File: config.mk
export PLATFORM = sky130hd
export DESIGN_NAME = dense_layer_mac
export DESIGN_NICKNAME = d
export VERILOG_FILES = /design/src/rtl/dense_pkg.sv /design/src/rtl/dense_mac_unit.sv /design/src/rtl/dense_layer_mac.sv
export SDC_FILE = /design/constraint.sdc
export NUM_CORES = 1
export LEC_CHECK = 0
export ABC_AREA = 1
export CAP_MARGIN = 5
export CORE_AREA = 2 2 276 196
export CTS_BUF_LIST = sky130_fd_sc_hd__clkbuf_8
export CTS_CLUSTER_SIZE = 10
export DETAILED_ROUTE_END_ITERATION = 6
export DIE_AREA = 0 0 278 198
export PLACE_DENSITY = 0.6
export SLEW_MARGIN = 40
export SYNTH_ARGS = -nofsm -noshare
export SYNTH_HDL_FRONTEND = slang
export SYNTH_HIERARCHICAL = 1
export SYNTH_SLANG_ARGS = --single-unit
File: constraint.sdc
create_clock -name clock -period 9.3 [get_ports clock]
set_clock_uncertainty 0.1 [all_clocks]
set_input_delay 0.93 -clock clock [delete_from_list [all_inputs] [get_ports clock]]
set_output_delay 0.93 -clock clock [all_outputs]
set_load 0.03 [all_outputs]
File: src/rtl/dense_pkg.sv
// Shared constants and FSM state type for the dense layer MAC.
// Holds default parameter values used by dense_layer_mac.
package dense_pkg;

  localparam int DEF_N_IN  = 4;
  localparam int DEF_N_OUT = 4;
  localparam int DEF_IN_W  = 32;
  localparam int DEF_W_W   = 6;
  localparam int DEF_ACC_W = 32;

  typedef enum logic [1:0] {
    IDLE = 2'd0,
    RUN  = 2'd1,
    DONE = 2'd2
  } state_t;

endpackage

File: src/rtl/dense_mac_unit.sv
// Combinational signed multiply-add: acc_next = base + x*w,
// base = first ? sext(b) : acc. Ports: acc, x, w, b, first -> acc_next.
module dense_mac_unit #(
  parameter int IN_W  = 32,
  parameter int W_W   = 6,
  parameter int ACC_W = 32
) (
  input  logic [ACC_W-1:0] acc,
  input  logic [IN_W-1:0]  x,
  input  logic [W_W-1:0]   w,
  input  logic [W_W-1:0]   b,
  input  logic             first,
  output logic [ACC_W-1:0] acc_next
);

  localparam int PW = IN_W + W_W;

  logic signed [PW-1:0]    prod;
  logic signed [ACC_W-1:0] prod_r;
  logic signed [ACC_W-1:0] bext;
  logic signed [ACC_W-1:0] base;

  // Full-width product, then resized (sign-extend or truncate).
  assign prod   = PW'($signed(x)) * PW'($signed(w));
  assign prod_r = ACC_W'(prod);
  assign bext   = ACC_W'($signed(b));
  assign base   = first ? bext : $signed(acc);

  // Wraps modulo 2^ACC_W.
  assign acc_next = base + prod_r;

endmodule

File: src/rtl/dense_layer_mac.sv
// Dense layer y[o] = b[o] + sum_i x[i]*w[i][o] with one shared MAC.
// Ports: clock, reset, enable, in_valid/in_ready/x_flat, w_flat, b_flat,
// out_valid/out_ready/y_flat. Option: DENSE_RELU_EN clamps y at zero.
module dense_layer_mac
  import dense_pkg::*;
#(
  parameter int N_IN  = DEF_N_IN,
  parameter int N_OUT = DEF_N_OUT,
  parameter int IN_W  = DEF_IN_W,
  parameter int W_W   = DEF_W_W,
  parameter int ACC_W = DEF_ACC_W
) (
  input  logic                     clock,
  input  logic                     reset,
  input  logic                     enable,
  input  logic                     in_valid,
  output logic                     in_ready,
  input  logic [N_IN*IN_W-1:0]     x_flat,
  input  logic [N_IN*N_OUT*W_W-1:0] w_flat,
  input  logic [N_OUT*W_W-1:0]     b_flat,
  output logic                     out_valid,
  input  logic                     out_ready,
  output logic [N_OUT*ACC_W-1:0]   y_flat
);

  localparam int IW = (N_IN  > 1) ? $clog2(N_IN)  : 1;
  localparam int OW = (N_OUT > 1) ? $clog2(N_OUT) : 1;
  localparam logic [IW-1:0] LAST_I = IW'(N_IN - 1);
  localparam logic [OW-1:0] LAST_O = OW'(N_OUT - 1);

  state_t               state;
  logic [IW-1:0]        i;
  logic [OW-1:0]        o;
  logic [ACC_W-1:0]     acc;
  logic [ACC_W-1:0]     acc_next;
  logic [ACC_W-1:0]     yval;
  logic [N_IN*IN_W-1:0] xr;
  logic [31:0]          widx;
  logic [IN_W-1:0]      xi;
  logic [W_W-1:0]       wio;
  logic [W_W-1:0]       bo;

  assign in_ready = enable && (state == IDLE);

  assign widx = 32'(i) * 32'(N_OUT) + 32'(o);
  assign xi   = xr[32'(i) * IN_W +: IN_W];
  assign wio  = w_flat[widx * W_W +: W_W];
  assign bo   = b_flat[32'(o) * W_W +: W_W];

  dense_mac_unit #(
    .IN_W  (IN_W),
    .W_W   (W_W),
    .ACC_W (ACC_W)
  ) u_mac (
    .acc      (acc),
    .x        (xi),
    .w        (wio),
    .b        (bo),
    .first    (i == '0),
    .acc_next (acc_next)
  );

`ifdef DENSE_RELU_EN
  assign yval = acc_next[ACC_W-1] ? '0 : acc_next;
`else
  assign yval = acc_next;
`endif

  always_ff @(posedge clock) begin
    if (reset) begin
      state     <= IDLE;
      i         <= '0;
      o         <= '0;
      acc       <= '0;
      xr        <= '0;
      y_flat    <= '0;
      out_valid <= 1'b0;
    end else if (enable) begin
      unique case (state)
        IDLE: begin
          if (in_valid) begin
            xr    <= x_flat;
            i     <= '0;
            o     <= '0;
            state <= RUN;
          end
        end
        RUN: begin
          acc <= acc_next;
          if (i == LAST_I) begin
            y_flat[32'(o) * ACC_W +: ACC_W] <= yval;
            i <= '0;
            if (o == LAST_O) begin
              o         <= '0;
              state     <= DONE;
              out_valid <= 1'b1;
            end else begin
              o <= o + 1'b1;
            end
          end else begin
            i <= i + 1'b1;
          end
        end
        DONE: begin
          if (out_ready) begin
            out_valid <= 1'b0;
            state     <= IDLE;
          end
        end
        default: state <= IDLE;
      endcase
    end
  end

endmodule

==> metrics.cfg, run 1 <==
[sta]
finalHoldWorstSlack_ns=0.361
slew_viol_final=0
finalSetupViolations=0
fin_crit_ns=8.01
worst_slew_pin_slew_ns=0.826
hold_violations=0
relSlewSlack_pct=44.9
tns_ns=0
rsz0062_at_grt=no
max_freq_mhz=125
finalCritPeriodShare_pct=86.2

[die]
start_util_pct=39.2
io_pins=383
die-height_um=198
die-area_sq_um=55000
num_rows=71
core_area_sq_um=52900
die_x_um=278

[global_routing]
grt_pass1_wl_um=116000
met2_usage_pct=42.1
grt.overflow.total=0
antenna_found_initial=2
grt_usage_pct=26.7
met1_usage_pct=37.6
grt_use_met3_pct=4.38
grt_max_degree=129
grt_pass1_vias=21129
top_usage_layer=met2

[yosys]
synthesis.area_sq_um=20700
yosysWarnings=6
syn_nets=3608
yosysSeqAreaShare_pct=28.5
synthCells=3142
synthFlopType=dfxtp_1
synth-edff-count=0
avgSynthCellArea_sq_um=6.60
synth.area.top_cells=dfxtp_1, fa_1, nand2_1, nor2_1, inv_1
synth_cell_types=35
ys_ff_latch=295
synth_area_leader_cell=dfxtp_1
synthArstFlopShare_pct=0
yosysTopAreaCellShare_pct=28.5

[clock_network]
hold_buffers=0
root_buffer=clkbuf_8
cts.path.max_buffers=3
cts_resized=0
cts.clk_slew.worst_paths_ns=0.06
cts_buffers=50
cts_tree=yes
cts.sinks=295
htreeDepth=2
insertion_delay_ns=0.65
postCtsSetupBuffers=0

[flow_run]
maxCapViolCount=0

[place]
placed_area_sq_um=24900
numPortBuffers=382
gp_congestion=0.928
dpl.hpwl_um=54700

[setup_path]
cp.required_ns=9.77
crit_type=reg2reg
crit_arrival_ns=8.49
path_common_cell=nand2_1
cp-start-kind=flop
max_stage_delay_ns=0.65
cp_num_buf_inv=7
cp_max_fo=27
r2r_setup_slack_ns=1.29
cpMaxStageDelayCell=clkinv_1
path_delay_family=simple AND/OR/NAND/NOR gates
end_kind=flop

[routing]
wl_per_cell_um=17.7
route.vias.total=21223
ant_nets=0
drc=0
drt_pre_antenna_iters=6
totalWireLength_um=73700
post_drt_via_cell_ratio=5.10
drtIter0Drc=1761

[run_status]
status=complete, no violations

[layout]
final_cell_mix=nand2_1, nor2_1, inv_1, clkdlybuf4s50_1, dfxtp_1
nets=3898
drive_gt1_share_pct=4.44
final_common_cell=nand2_1
n_fill_cell=5363
syn2layout_area_growth_pct=25.7
design_area_sq_um=26100

[worst_hold_path]
min_path_type=reg2reg

==> cells by family (layout without fill, tap and decap cells) <==
family / count (synthesis) / count (layout) / share of synthesized area, %
xor+xnor: 15 / 15 / 0.634
simple gates: 1520 / 1520 / 29.2
buf+inv: 599 / 926 / 11.2
flops: 295 / 295 / 28.5
compound gates: 500 / 500 / 12.6
fa+ha+maj: 213 / 213 / 17.9
other cells: 0 / 2 / 0
==> state kept, by name, indices dropped and copies added, names as in the netlist <==
register and flops:
xr 128, y_flat 128, acc 32, i 2, o 2, state 2, out_valid 1
==> worst reg2reg max path: cells and delay by family, from the launching register on <==
kind                       cells  cell delay (ns)
DFF                            1             0.30
and+or+nand+nor               15             2.90
adders and majority gates      5             2.53
AOI/OAI and AO/OA              3             0.68
buffers and inverters          7             1.45
==> per-layer routing <==
layer,wire [um],up-vias
li1,-,10300
met2,32600,730
met5,0,-
met1,34200,10082
met4,1890,0
met3,5010,111
==> layout make-up <==
type	count	area, sq um	area share, %
multi-input cells	2248	12500	48.1
clock buffers	64	881	3.38
repair buffers	420	4160	16.0
flip-flops and latches	295	5910	22.7
inverters	417	1570	6.01
diodes	2	5.00	0.0192
clock inverters	25	150	0.576
well taps	693	867	3.33
==> Yosys cell counts, types with 8 or more instances <==
master / count
a21oi_1: 177
buf_1: 12
buf_2: 55
clkbuf_1: 113
dfxtp_1: 295
fa_1: 138
ha_1: 75
inv_1: 405
inv_2: 8
nand2_1: 673
nand3_1: 147
nand4_1: 13
nor2_1: 658
o211ai_1: 18
o21ai_0: 184
o21ai_1: 72
o21bai_1: 9
o22ai_1: 38
xor2_1: 14
==> through the flow <==
step | utilization [%] | std cells | setup WS [ns]
5_1_grt | 49.3 | 4164 | 0.709
2_1_floorplan | - | 3142 | 3.40
3_3_place_gp | 47.2 | 4068 | 1.21
4_1_cts | 49.1 | 4157 | 1.52
3_5_place_dp | 47.2 | 4068 | 1.30
6_report | 49.3 | 4164 | 1.29
==> worst paths after layout <==
path,cells after the start,from,endpoint
setup / recovery,30,o[1]$_SDFFE_PP0P_,y_flat[122]$_SDFFE_PP0P_
hold / removal,2,acc[27]$_SDFFE_PP0P_,acc[27]$_SDFFE_PP0P_
setup reg to reg,30,o[1]$_SDFFE_PP0P_,y_flat[122]$_SDFFE_PP0P_
hold reg to reg,2,acc[27]$_SDFFE_PP0P_,acc[27]$_SDFFE_PP0P_
Power of run 1 is not shown: default switching activity piles up to over one toggle a cycle in this logic, so the estimate is an artifact.
==> run 2, diff against run 1 <==
--- a/config.mk
+++ b/config.mk
@@ -8,7 +8,7 @@
 export ABC_AREA = 1
 export CAP_MARGIN = 5
 export CORE_AREA = 2 2 276 196
-export CTS_BUF_LIST = sky130_fd_sc_hd__clkbuf_8
+export CTS_BUF_LIST = sky130_fd_sc_hd__clkbuf_2
 export CTS_CLUSTER_SIZE = 10
 export DETAILED_ROUTE_END_ITERATION = 6
 export DIE_AREA = 0 0 278 198
==> run 2 against run 1 <==
Non-clock buffer count stayed put; count of clock-buffer cells in the layout up 46; final area down 1.4%; first-iteration DRC count increased by 4.3%; global-route usage rose by 0.13 points; final cell count is 1.0% higher; maximum frequency is 0.33% lower; core utilization shrank 0.71 points; die area stayed put; wire length barely moved; via count rose by 0.91%.
==> metrics.cfg, run 2 (synthesized netlist as in run 1, its figures left out) <==
[global_routing]
grt_max_degree=129
grt_pass1_wl_um=117000
grt_usage_pct=26.8
grt.overflow.total=0
antenna_found_initial=3
grt_pass1_vias=21361

[sta]
finalSetupViolations=0
finalCritPeriodShare_pct=86.5
tns_ns=0
slew_viol_final=0
hold_violations=0
worst_slew_pin_slew_ns=0.867
max_freq_mhz=124
relSlewSlack_pct=42.2
rsz0062_at_grt=no
fin_crit_ns=8.04

[worst_hold_path]
min_from=reset
min_path_type=in2reg

[layout]
regArea_sq_um=5910
n_fill_cell=5412
multi_input_area_sq_um=12500
design_area_sq_um=25700
nets=3926
syn2layout_area_growth_pct=23.9
drive_gt1_share_pct=5.53
top_regs=xr (128), y_flat (128), acc (32)
final_common_cell=nand2_1
final_cell_mix=nand2_1, nor2_1, inv_1, clkdlybuf4s50_1, dfxtp_1

[routing]
drt_pre_antenna_iters=5
route.vias.total=21417
ant_nets=0
drtIter0Drc=1837
wl_per_cell_um=17.5
totalWireLength_um=73700
drc=0
post_drt_via_cell_ratio=5.09

[setup_path]
end_kind=flop
cp_num_buf_inv=7
cp-start-kind=flop
r2r_start=o[1]$_SDFFE_PP0P_
path_common_cell=nand2_1
crit_arrival_ns=8.92
cp_max_fo=27
crit_type=reg2reg
max_stage_delay_ns=0.67
crit_start=o[1]$_SDFFE_PP0P_
cpMaxStageDelayCell=clkinv_1
path_delay_family=simple AND/OR/NAND/NOR gates
cp.required_ns=10.18

[flow_run]
maxCapViolCount=0

[clock_network]
cts.sinks=295
postCtsSetupBuffers=0
hold_buffers=0
cts_tree=yes
root_buffer=clkbuf_2
insertion_delay_ns=1.06
htreeDepth=3
cts_resized=0
cts_buffers=78
cts.path.max_buffers=3
cts.clk_slew.worst_paths_ns=0.11

[die]
io_pins=383
die-area_sq_um=55000
start_util_pct=39.2
core_area_sq_um=52900
die-height_um=198
die_x_um=278
num_rows=71

[run_status]
status=complete, no violations

[place]
placed_area_sq_um=24900
numPortBuffers=382
gp_congestion=0.928
dpl.hpwl_um=54700

-- run 2: path summary, 6_finish.rpt --
check | to | slack [ns] | depth (start not counted)
worst max-delay path | y_flat[122]$_SDFFE_PP0P_ | 1.26 | 30
worst max register to register | y_flat[122]$_SDFFE_PP0P_ | 1.26 | 30
worst min register to register | acc[27]$_SDFFE_PP0P_ | 0.37 | 2
worst min-delay path | y_flat[34]$_SDFFE_PP0P_ | 0.21 | 2
-- run 2: per-stage QoR --
step	util (%)	hold WS [ns]	std cells	worst slack, ns
floorplan	-	0.341	3142	3.40
global placement	47.2	0.349	4068	1.21
detailed placement	47.2	0.352	4068	1.30
CTS	48.4	0.0653	4197	1.50
global route	48.6	0.0566	4207	0.689
finish	48.6	0.210	4207	1.26
-- run 2: cell type report --
type,instances,share of cell area [%]
Timing Repair Buffer,420,16.2
Sequential cell,295,23.0
Clock inverter,19,0.375
Tap cell,693,3.37
Clock buffer,110,2.14
Multi-Input combinational cell,2248,48.8
Inverter,417,6.10
Antenna cell,5,0.0487
-- run 2: layer usage --
metal | global-route usage, % | vias to the layer above | wire length [um]
met1 | 37.4 | 10167 | 34100
met4 | 7.47 | 0 | 1620
met2 | 42.5 | 763 | 32900
li1 | - | 10386 | -
met5 | 0 | - | 0
met3 | 4.99 | 101 | 5050
Power of run 2 is left out for the same reason.
==> run 3, diff against run 2 <==
--- a/config.mk
+++ b/config.mk
@@ -7,14 +7,14 @@
 export LEC_CHECK = 0
 export ABC_AREA = 1
 export CAP_MARGIN = 5
-export CORE_AREA = 2 2 276 196
+export CORE_AREA = 2 2 270 192
 export CTS_BUF_LIST = sky130_fd_sc_hd__clkbuf_2
 export CTS_CLUSTER_SIZE = 10
 export DETAILED_ROUTE_END_ITERATION = 6
-export DIE_AREA = 0 0 278 198
-export PLACE_DENSITY = 0.6
+export DIE_AREA = 0 0 272 194
+export PLACE_DENSITY = 0.61
+export SETUP_SLACK_MARGIN = 0.5
 export SLEW_MARGIN = 40
 export SYNTH_ARGS = -nofsm -noshare
 export SYNTH_HDL_FRONTEND = slang
-export SYNTH_HIERARCHICAL = 1
 export SYNTH_SLANG_ARGS = --single-unit
==> run 3 against run 2 <==
Non-clock buffer count fell by 13; die area is 4.1% lower; critical path type unchanged; worst hold slack better by 0.016 ns; global-route usage fell by 0.78 points; register-to-register slack better by 0.04 ns; synthesized cell count is 11% lower.
==> metrics.cfg, run 3 <==
[sta]
finalCritPeriodShare_pct=86.0
relSlewSlack_pct=46.3
fin_ws_ns=1.30
rsz0062_at_grt=no
finalSetupViolations=0
fin_crit_ns=8.00
worst_slew_pin_slew_ns=0.805
tns_ns=0
hold_violations=0
max_freq_mhz=125
slew_viol_final=0

[clock_network]
hold_buffers=0
cts_resized=0
htreeDepth=3
cts_tree=yes
insertion_delay_ns=1.12
cts.clk_slew.worst_paths_ns=0.10
cts_buffers=79
cts.sinks=295
root_buffer=clkbuf_2
cts.path.max_buffers=3
postCtsSetupBuffers=0

[routing]
drtIter0Drc=1449
drt_pre_antenna_iters=6
ant_nets=0
route.vias.total=19523
wl_per_cell_um=17.9
post_drt_via_cell_ratio=5.07
drc=0
totalWireLength_um=69000

[global_routing]
grt.overflow.total=0
grt_usage_pct=26.1
grt_pass1_vias=19436
grt_pass1_wl_um=110000
antenna_found_initial=2
grt_max_degree=92

[layout]
final_cell_mix=nand2_1, nor2_1, clkdlybuf4s50_1, inv_1, dfxtp_1
nets=3587
fin_util_pct=49.3
drive_gt1_share_pct=7.98
syn2layout_area_growth_pct=24.6
final_common_cell=nand2_1
top_regs=xr (128), y_flat (128), acc (32)

[yosys]
synth_cell_types=53
yosysSeqAreaShare_pct=29.8
syn_nets=3263
synthAdderAreaFrac_pct=18.7
synth-simple-area-share_pct=24.0
ys_ff_latch=295
yosysMostFrequentCell=nand2_1
synth_area_leader_cell=dfxtp_1
yosysWarnings=0
synth.area.top_cells=dfxtp_1, fa_1, nand2_1, nor2_1, inv_1
avgSynthCellArea_sq_um=7.09
synth_commonest_cells=nand2_1, nor2_1, inv_1
synthMuxAreaShare_pct=0
yosysTopAreaCellShare_pct=29.8
synth_xor_area_share_pct=1.05
synth_compound_area_share_pct=15.3
synthArstFlopShare_pct=0
synth-edff-count=0
synth_top_family_by_area=simple AND/OR/NAND/NOR gates
synthCells=2797
synthFlopType=dfxtp_1
synthesis.area_sq_um=19800

[die]
die-area_sq_um=52800
start_util_pct=39.6
io_pins=383
core_area_sq_um=50200
die-height_um=194
die_x_um=272
num_rows=69

[setup_path]
cp.required_ns=10.16
crit_arrival_ns=8.86
r2r-end=y_flat[60]$_SDFFE_PP0P_
cp_max_fo=81
cp-start-kind=flop
r2r_setup_slack_ns=1.30
end_kind=flop
r2r_start=o[0]$_SDFFE_PP0P_
crit_type=reg2reg
rr_worst_depth=27

[place]
dpl.hpwl_um=50700
gp_congestion=0.962
numPortBuffers=382
dp_slack_ns=1.28

[worst_hold_path]
min_to=y_flat[63]$_SDFFE_PP0P_
holdPathStages=2
min_path_type=in2reg
min_from=reset

[pwr]
leakagePower_nw=11.0
power_w=0.00820
vdd_drop_max_uv=365
powerDensity_nw_per_um2=332

[flow_run]
maxCapViolCount=0

[run_status]
status=complete, no violations

run 3: per-stage QoR:
| step | cell area [sq um] | std cells | hold slack (ns) |
|---|---|---|---|
| 2_1_floorplan | 19800 | 2797 | 0.325 |
| 3_3_place_gp | 24000 | 3710 | 0.341 |
| 3_5_place_dp | 24000 | 3714 | 0.346 |
| 4_1_cts | 24700 | 3846 | 0.248 |
| 5_1_grt | 24700 | 3852 | 0.157 |
| 6_report | 24700 | 3852 | 0.227 |
run 3: cells by family (layout without fill, tap and decap cells):
kind of cell,after synthesis,after routing
buffers and inverters,556,931
xor gates and xnor gates,22,22
other,0,6
adders and majority gates,213,213
DFF,295,295
and+or+nand+nor,1152,1152
AOI/OAI and AO/OA,559,559
run 3: cell type report:
cell class,count,area (sq um)
antenna,6,15.0
clock buffer,104,520
clock inverter,28,170
fill,5091,25400
inverter,392,1480
multi-input combinational,1946,11700
sequential,295,5910
tap,674,843
timing repair buffer,407,4040
run 3: critical path, stage by stage (launching register included):
cell	delay, ns
dfxtp_2	0.38
buf_6	0.54
nor2_1	0.13
nor2_1	0.11
o21ai_0	0.09
nand3_1	0.19
nand3_1	0.11
nand2_2	0.19
clkinv_1	0.65
nor2_1	0.37
fa_1	0.49
fa_1	0.54
fa_1	0.54
inv_1	0.06
fa_1	0.52
inv_1	0.04
ha_1	0.35
nand2_1	0.13
nor2_1	0.17
and3_1	0.28
nand4_1	0.24
nand3_1	0.27
a21oi_2	0.13
o21ai_2	0.23
a21oi_1	0.12
xor2_1	0.56
nand4_1	0.16
a21oi_1	0.16
run 3: power breakdown:
part	internal [W]	leakage (nW)	switching (W)	total, W
clock network	0.000360	0.510	0.000579	0.000938
registers	0.00132	2.40	0.0000230	0.00134
logic	0.00180	8.05	0.00411	0.00592
total	0.00348	11.0	0.00472	0.00820
run 3: how the worst max path moves through the flow:
| stage | startpoint | to | slack (ns) | cells past startpoint |
|---|---|---|---|---|
| 2_1_floorplan | w_flat[83] | y_flat[60]$_SDFFE_PP0P_ | 3.28 | 26 |
| 3_3_place_gp | w_flat[63] | y_flat[124]$_SDFFE_PP0P_ | 1.24 | 27 |
| 3_5_place_dp | w_flat[87] | y_flat[124]$_SDFFE_PP0P_ | 1.28 | 27 |
| 4_1_cts | i[1]$_SDFFE_PP0P_ | y_flat[60]$_SDFFE_PP0P_ | 1.55 | 23 |
| 5_1_grt | o[0]$_SDFFE_PP0P_ | y_flat[124]$_SDFFE_PP0P_ | 0.95 | 27 |
| 6_report | o[0]$_SDFFE_PP0P_ | y_flat[60]$_SDFFE_PP0P_ | 1.30 | 27 |
run 3: routing by layer:
metal / track usage (%) / share of wire [%]
met5: 0 / 0
met4: 6.51 / 1.7
met3: 4.10 / 5.5
met2: 42.7 / 46
met1: 35.9 / 47
No activity file was read; power rests on OpenSTA's default activity.
